<file path="config.mk">
export PLATFORM = sky130hd
export DESIGN_NAME = vga_timing_gen
export DESIGN_NICKNAME = d
export VERILOG_FILES = /design/src/rtl/vga_timing_gen.sv
export SDC_FILE = /design/constraint.sdc
export NUM_CORES = 1
export LEC_CHECK = 0
export CORE_MARGIN = 2
export CORE_UTILIZATION = 25
export DETAILED_ROUTE_END_ITERATION = 16
export DONT_BUFFER_PORTS = 1
export MAX_ROUTING_LAYER = met4
export PLACE_DENSITY = 0.4
export SLEW_MARGIN = 30
export SYNTH_ARGS = -nofsm -noshare
export SYNTH_HDL_FRONTEND = slang
export SYNTH_SLANG_ARGS = --single-unit
</file>
<file path="constraint.sdc">
create_clock -name clk -period 2.7 [get_ports clk]
set_clock_uncertainty 0.2 [all_clocks]
set_input_delay 0.405 -clock clk [delete_from_list [all_inputs] [get_ports clk]]
set_output_delay 0.405 -clock clk [all_outputs]
set_load 0.03 [all_outputs]
</file>
<file path="src/rtl/vga_timing_gen.sv">
// rtl/vga_timing_gen.sv - parametrised VGA timing and test-pattern generator
//
// Divides clk to the pixel rate, runs horizontal/vertical counters and
// produces sync pulses, the active-video flag, pixel coordinates and one of
// four test patterns. All outputs are registered one clk after the counter
// state they reflect, so sync, RGB, active and coordinates stay aligned.
//
// Ports:
//   clk          system clock
//   rst          asynchronous active-high reset
//   mode         pattern select: 0 white, 1 colour bars, 2 checker, 3 black
//   Hsynq        horizontal sync (asserted level = SYNC_POL)
//   Vsynq        vertical sync (asserted level = SYNC_POL)
//   Red          red channel, 4 bits
//   Green        green channel, 4 bits
//   Blue         blue channel, 4 bits
//   active       visible-pixel flag, aligned with RGB
//   pix_x        x coordinate inside the active window, else 0
//   pix_y        y coordinate inside the active window, else 0
//   frame_start  one-clk pulse on the pixel strobe at h=0, v=0
//   pix_ce       pixel-rate strobe, one clk high every CLK_DIV clks

module vga_timing_gen #(
  parameter int CLK_DIV  = 4,
  parameter int H_SYNC   = 96,
  parameter int H_BP     = 48,
  parameter int H_ACTIVE = 640,
  parameter int H_FP     = 16,
  parameter int V_SYNC   = 2,
  parameter int V_BP     = 33,
  parameter int V_ACTIVE = 480,
  parameter int V_FP     = 10,
  parameter int SYNC_POL = 1,
  parameter int CW       = 12
) (
  input  logic          clk,
  input  logic          rst,
  input  logic [1:0]    mode,
  output logic          Hsynq,
  output logic          Vsynq,
  output logic [3:0]    Red,
  output logic [3:0]    Green,
  output logic [3:0]    Blue,
  output logic          active,
  output logic [CW-1:0] pix_x,
  output logic [CW-1:0] pix_y,
  output logic          frame_start,
  output logic          pix_ce
);

  localparam int H_TOTAL = H_SYNC + H_BP + H_ACTIVE + H_FP;
  localparam int V_TOTAL = V_SYNC + V_BP + V_ACTIVE + V_FP;
  localparam int BAR_W   = H_ACTIVE / 8;
  localparam int DIV_W   = (CLK_DIV > 1) ? $clog2(CLK_DIV) : 1;

  localparam logic [CW-1:0] H_TOTAL_M1 = CW'(H_TOTAL - 1);
  localparam logic [CW-1:0] V_TOTAL_M1 = CW'(V_TOTAL - 1);
  localparam logic [CW-1:0] H_SYNC_C   = CW'(H_SYNC);
  localparam logic [CW-1:0] V_SYNC_C   = CW'(V_SYNC);
  localparam logic [CW-1:0] H_START    = CW'(H_SYNC + H_BP);
  localparam logic [CW-1:0] H_START_M1 = CW'(H_SYNC + H_BP - 1);
  localparam logic [CW-1:0] H_END      = CW'(H_SYNC + H_BP + H_ACTIVE);
  localparam logic [CW-1:0] V_START    = CW'(V_SYNC + V_BP);
  localparam logic [CW-1:0] V_END      = CW'(V_SYNC + V_BP + V_ACTIVE);
  localparam logic [CW-1:0] BAR_W_M1   = CW'(BAR_W - 1);
  localparam logic [DIV_W-1:0] DIV_MAX = DIV_W'(CLK_DIV - 1);

  localparam logic SYNC_ON  = (SYNC_POL != 0) ? 1'b1 : 1'b0;
  localparam logic SYNC_OFF = ~SYNC_ON;

  logic [DIV_W-1:0] div_cnt;
  logic [CW-1:0]    h_cnt;
  logic [CW-1:0]    v_cnt;
  logic [1:0]       mode_q;
  logic [CW-1:0]    bar_px;
  logic [2:0]       bar_idx;

  logic             tick;
  logic             h_sync_c;
  logic             v_sync_c;
  logic             h_act;
  logic             v_act;
  logic             act_c;
  logic [CW-1:0]    x_c;
  logic [CW-1:0]    y_c;
  logic [11:0]      rgb_c;

  // Internal pixel strobe; pix_ce is its registered copy.
  assign tick = (div_cnt == DIV_MAX);

  always_ff @(posedge clk or posedge rst) begin
    if (rst) begin
      div_cnt <= '0;
    end else if (tick) begin
      div_cnt <= '0;
    end else begin
      div_cnt <= div_cnt + DIV_W'(1);
    end
  end

  always_ff @(posedge clk or posedge rst) begin
    if (rst) begin
      h_cnt <= '0;
      v_cnt <= '0;
    end else if (tick) begin
      if (h_cnt == H_TOTAL_M1) begin
        h_cnt <= '0;
        if (v_cnt == V_TOTAL_M1) begin
          v_cnt <= '0;
        end else begin
          v_cnt <= v_cnt + CW'(1);
        end
      end else begin
        h_cnt <= h_cnt + CW'(1);
      end
    end
  end

  // Pattern select only changes on the strobe that leaves h=0, v=0, so a
  // frame is always drawn with a single pattern.
  always_ff @(posedge clk or posedge rst) begin
    if (rst) begin
      mode_q <= 2'd0;
    end else if (tick && (h_cnt == '0) && (v_cnt == '0)) begin
      mode_q <= mode;
    end
  end

  // Bar position tracks h_cnt: cleared when the line enters the active
  // window, then advances one bar every BAR_W pixels.
  always_ff @(posedge clk or posedge rst) begin
    if (rst) begin
      bar_px  <= '0;
      bar_idx <= 3'd0;
    end else if (tick) begin
      if (h_cnt == H_START_M1) begin
        bar_px  <= '0;
        bar_idx <= 3'd0;
      end else if (h_act) begin
        if (bar_px == BAR_W_M1) begin
          bar_px  <= '0;
          bar_idx <= bar_idx + 3'd1;
        end else begin
          bar_px <= bar_px + CW'(1);
        end
      end
    end
  end

  assign h_sync_c = (h_cnt < H_SYNC_C);
  assign v_sync_c = (v_cnt < V_SYNC_C);
  assign h_act    = (h_cnt >= H_START) && (h_cnt < H_END);
  assign v_act    = (v_cnt >= V_START) && (v_cnt < V_END);
  assign act_c    = h_act && v_act;
  assign x_c      = h_cnt - H_START;
  assign y_c      = v_cnt - V_START;

  always_comb begin
    rgb_c = 12'h000;
    case (mode_q)
      2'd0:    rgb_c = 12'hFFF;
      2'd1:    rgb_c = {{4{~bar_idx[2]}}, {4{~bar_idx[1]}}, {4{~bar_idx[0]}}};
      2'd2:    rgb_c = (x_c[5] ^ y_c[5]) ? 12'h000 : 12'hFFF;
      default: rgb_c = 12'h000;
    endcase
    if (!act_c) begin
      rgb_c = 12'h000;
    end
  end

  always_ff @(posedge clk or posedge rst) begin
    if (rst) begin
      Hsynq       <= SYNC_OFF;
      Vsynq       <= SYNC_OFF;
      Red         <= 4'h0;
      Green       <= 4'h0;
      Blue        <= 4'h0;
      active      <= 1'b0;
      pix_x       <= '0;
      pix_y       <= '0;
      frame_start <= 1'b0;
      pix_ce      <= 1'b0;
    end else begin
      Hsynq       <= h_sync_c ? SYNC_ON : SYNC_OFF;
      Vsynq       <= v_sync_c ? SYNC_ON : SYNC_OFF;
      Red         <= rgb_c[11:8];
      Green       <= rgb_c[7:4];
      Blue        <= rgb_c[3:0];
      active      <= act_c;
      pix_x       <= act_c ? x_c : '0;
      pix_y       <= act_c ? y_c : '0;
      frame_start <= tick && (h_cnt == '0) && (v_cnt == '0);
      pix_ce      <= tick;
    end
  end

endmodule

</file>
* After elaboration in Yosys (flattened, before gate mapping)
Cells that the tools add are included.
Word-level totals: flip-flop bits (word level) 84, logic and storage cells 69, input port bits 4, output and inout port bits 41
Cells by class: $lt $le $gt $ge 6, equal/unequal tests 7, add/sub/neg operators 7, bitwise operators 4, reduce and logical (&&, ||, !) cells 13, multiplexer cells 16
Operators by type and width (count):
- $mux W12 | 9
- $add A12 B1 Y12 const B | 3
- $pmux W12 S3 | 1
- $eq A12 B10 Y1 const B | 2
- $logic_not A12 Y1 | 2
- $lt A12 B10 Y1 const B | 2
- $eq A12 B7 Y1 const B | 1
- $eq A12 B8 Y1 const B | 1
- $ge A12 B6 Y1 const B | 1
- $ge A12 B8 Y1 const B | 1
- $lt A12 B2 Y1 const B | 1
- $lt A12 B7 Y1 const B | 1
- $sub A12 B6 Y12 const B | 1
- $sub A12 B8 Y12 const B | 1
- $mux W3 | 3
- $logic_and A1 B1 Y1 | 5
- $eq A2 B2 Y1 const B | 2
- $reduce_and A2 Y1 | 2
- $reduce_bool A2 Y1 | 2
- $add A3 B1 Y3 const B | 1
- $not A1 Y1 | 3
- $reduce_and A3 Y1 | 1
- $add A2 B1 Y2 const B | 1
- $eq A2 B1 Y1 const B | 1
- 4 further kinds | 5

* Depth between registers and ports, before layout
depth after elaboration 5, gate-level depth with buffers 9, gate-level depth less buffers 7

* Worst setup path before layout
OpenSTA, ideal clock, no wires.
kind register to register, start reg h_cnt[0], end reg pix_y[5], clock period less this slack 2.613 ns, path slack 0.087 ns, cell stages (with the launch flop) 10, arrival 2.341 ns, cells stage by stage dfrtp_1 -> inv_1 -> ha_1 -> nor3b_4 -> nand4b_2 -> a2111oi_4 -> or4b_1 -> buf_6 -> buf_12 -> nor2_4
On the way: longest elaborated chain between the ends 4, elaborated cells on any way between the ends 5
RTL lines:
- start, declared | line 72 | logic [CW-1:0] h_cnt;
- start signal, assigned | line 114 | h_cnt <= h_cnt + CW'(1);
- $ge A12 B8 Y1 or $lt A12 B10 Y1 (tied branches) | line 152 | assign h_act = (h_cnt >= H_START) && (h_cnt < H_END);
- $logic_and A1 B1 Y1 (*) | line 152
- $logic_and A1 B1 Y1 (*) | line 154 | assign act_c = h_act && v_act;
- $mux W12 (*) | line 191 | pix_y <= act_c ? y_c : '0;
- end signal, assigned | line 191
- end, declared | line 46 | output logic [CW-1:0] pix_y,
Every way passes the cells marked *; elsewhere a longest branch is shown, timed or not. A chain may end at the register's enable or synchronous reset.

* Worst setup path in the final report
start reg h_cnt[1], end reg pix_y[11]
Same word-level chain as after synthesis.

==> flow_metrics.env <==
export IMPL_outcome="completed"
export IMPL_grt_pass1_vias=2924
export IMPL_root_buffer="clkbuf_16"
export IMPL_synthTopCellsByArea="dfrtp_1, xnor2_1, ha_1"
export IMPL_routed_via_density=4.62
export IMPL_antenna_found_initial=0
export IMPL_fin_ws_ns=0.131
export IMPL_finalCritPeriodShare=0.952
export IMPL_arrival_ns=2.65
export IMPL_dieArea_um2=16500
export IMPL_crit_required_ns=2.78
export IMPL_postRouteAntennaNets=0
export IMPL_p_per_area_nw_per_um2=514
export IMPL_insertion_delay_ns=0.35
export IMPL_globalplace_congestion=0.763
export IMPL_crit_type="reg2reg"
export IMPL_tightestPinTransition_ns=0.652
export IMPL_place_ws_ns=-0.0651
export IMPL_min_path_type="reg2reg"
export IMPL_synthCells=377
export IMPL_clk_pin_slew_ns=0.06
export IMPL_hold_end="div_cnt[0]$_DFF_PP0_"
export IMPL_io_pins=45
export IMPL_maxCapViolations=0
export IMPL_h_tree_depth=3
export IMPL_syn2layout_area_growth_pct=21.2
export IMPL_wl_um=9180
export IMPL_r2r_start="h_cnt[1]$_DFFE_PP0P_"
export IMPL_drc_errors=0
export IMPL_yosysTopAreaCell="dfrtp_1"
export IMPL_synth_area_um2=3880
export IMPL_dieWidth_um=129
export IMPL_fin_nets=428
export IMPL_cp_end_kind="flop"
export IMPL_synth_seq_area_share=0.483
export IMPL_numCtsBuffers=9
export IMPL_grt_pass1_wl_um=15300
export IMPL_dp_hpwl_um=6810
export IMPL_diodes=0
export IMPL_hold_viol=0
export IMPL_track_usage=0.126
export IMPL_crit_fanout=11
export IMPL_drt_iter0_markers=178
export IMPL_r2r_end="pix_y[11]$_DFF_PP0_"
export IMPL_drive_above_1_share=0.237
export IMPL_power_leakage_nw=2.10
export IMPL_die_h_um=129
export IMPL_synth_cell_types=59
export IMPL_cts_tree="yes"
export IMPL_yosysTopAreaCellShare=0.483
export IMPL_period_needed_ns=2.57
export IMPL_synthArstFlopShare=1.00
export IMPL_grt_max_degree=43
export IMPL_synth_main_ff_cell="dfrtp_1"
export IMPL_slew_viol_final=0
export IMPL_critPathLaunch="h_cnt[1]$_DFFE_PP0P_"
export IMPL_hold_start="div_cnt[0]$_DFF_PP0_"
export IMPL_rsz0062_at_grt="false"
export IMPL_r2r_slack_ns=0.13
export IMPL_drtPass1Iterations=6
export IMPL_core_area_um2=15200
export IMPL_ys_warn_count=0
export IMPL_syn_num_nets=392
export IMPL_io_buffer_count=0
export IMPL_syn_area_per_cell_um2=10.3
export IMPL_max_clock_freq_ghz=0.389
export IMPL_grt_overflow=0
export IMPL_worst_r2r_cell_count=9
export IMPL_clockBufferDepth=2
export IMPL_synth_edf_count=0
export IMPL_synth_seq_cells=75
export IMPL_timing_slew_headroom=0.565
export IMPL_start_util=0.255
export IMPL_cp_start_kind="flop"
export IMPL_ir_drop_mv=0.288
export IMPL_holdPathStages=1
export IMPL_setup_violations=0
export IMPL_wl_per_cell_um=15.2
export IMPL_clock_sinks=75
export IMPL_whs_ns=0.231
export IMPL_rows=45
export IMPL_power_mw=2.42
export IMPL_dr_total_vias=2802
## Yosys cell counts (10+ instances only)
| cell type | number |
|---|---|
| xnor2_1 | 20 |
| o22ai_1 | 10 |
| inv_1 | 22 |
| ha_1 | 11 |
| dfrtp_1 | 75 |
| nand4_1 | 10 |
| clkbuf_1 | 13 |
| nand2_1 | 26 |
| nor3_1 | 17 |
| nor2_1 | 25 |
| nand3_1 | 11 |
| nor2_4 | 10 |
## cells in the final DEF (no fill, tap or decap), drive strengths merged, types with 3 or more instances in the layout
| cell type | Yosys | final |
|---|---|---|
| or3 | 5 | 5 |
| nor2 | 44 | 44 |
| clkbuf | 13 | 11 |
| clkinv | 0 | 5 |
| o2bb2ai | 6 | 6 |
| o21a | 3 | 3 |
| o21ai | 7 | 7 |
| a21oi | 7 | 7 |
| o22ai | 10 | 10 |
| dfrtp | 75 | 75 |
| xor2 | 7 | 7 |
| ha | 11 | 11 |
| nand2b | 7 | 7 |
| buf | 17 | 52 |
| and4 | 3 | 3 |
| and3 | 4 | 4 |
| a32o | 3 | 3 |
| nor3b | 4 | 4 |
| xnor2 | 20 | 20 |
| inv | 22 | 21 |
| nand3 | 11 | 11 |
| and2 | 4 | 4 |
| nor4 | 9 | 9 |
| nand2 | 26 | 26 |
| nor3 | 17 | 17 |
| dlygate4sd3 | 0 | 3 |
| nand4 | 10 | 10 |
## critical path: stages, from the launching register on
cell and delay, ns:
dfrtp_1 0.38, inv_1 0.08, ha_1 0.14, nor3b_4 0.26, nand4b_4 0.16, a2111oi_4 0.34, or4b_4 0.51, buf_4 0.18
buf_12 0.16, nor2_1 0.09
## layout make-up
class / count / area, µm²
Timing Repair Buffer: 55 / 445
Inverter: 22 / 83.8
Clock buffer: 11 / 253
Multi-Input combinational cell: 250 / 1750
Tap cell: 188 / 235
Fill cell: 1577 / 10500
Sequential cell: 75 / 1880
Clock inverter: 5 / 61.3
## state kept, by name (all words and copies together), names as in the netlist, 2 cells and up
| signal | count |
|---|---|
| bar_px | 12 |
| h_cnt | 12 |
| pix_x | 12 |
| pix_y | 12 |
| v_cnt | 12 |
| bar_idx | 3 |
| div_cnt | 2 |
| mode_q | 2 |
## worst max-delay path by stage
stage | endpoint | slack, ns | cells past startpoint
global placement | pix_y[11]$_DFF_PP0_ | -0.02 | 9
finish | pix_y[11]$_DFF_PP0_ | 0.13 | 9
CTS | bar_px[10]$_DFFE_PP0P_ | 0.06 | 9
global route | pix_y[9]$_DFF_PP0_ | 0.002 | 9
detailed placement | pix_y[11]$_DFF_PP0_ | -0.07 | 9
floorplan | pix_y[5]$_DFF_PP0_ | 0.09 | 9
## layer usage
layer | GRT usage | wire length (µm) | part of all wire
met5 | - | 0 | 0
met4 | 0.0499 | 163 | 0.018
met3 | 0.0370 | 330 | 0.036
met2 | 0.204 | 4570 | 0.50
met1 | 0.146 | 4120 | 0.45
## through the flow
step	setup TNS [ns]	cell area, µm²	std cells	utilization
2_1_floorplan	0	3880	377	-
3_3_place_gp	-0.0882	4340	586	0.285
3_5_place_dp	-1.12	4340	586	0.285
4_1_cts	0	4690	605	0.309
5_1_grt	0	4710	606	0.310
6_report	0	4710	606	0.310
## logic make-up (layout without fill, tap and decap cells)
| kind of cell | count (synthesis) | in the layout | synth area share |
|---|---|---|---|
| AO/OA/AOI/OAI | 56 | 56 | 0.109 |
| XOR/XNOR | 27 | 27 | 0.0609 |
| adder cells (fa/ha/maj) | 11 | 11 | 0.0354 |
| buffers and inverters | 52 | 93 | 0.0702 |
| flip-flops | 75 | 75 | 0.483 |
| multiplexers | 4 | 4 | 0.0110 |
| other | 1 | 1 | 0.000966 |
| AND/OR/NAND/NOR | 151 | 151 | 0.229 |
## power by group
group          total, mW  switching [mW]  internal, mW
clock network       1.25           0.486         0.769
logic             0.0340          0.0250       0.00897
registers           1.13         0.00364          1.13
total               2.42           0.514          1.90
## what timing repair did
action                                 CTS  global route
gates resized for setup                  2             1
setup buffers                            0             1
setup endpoints to repair               25             7
hold buffers                             3             0
pin swaps                                1             0
endpoints found under the hold margin   35             0
Power figures use the tool's default switching activity.
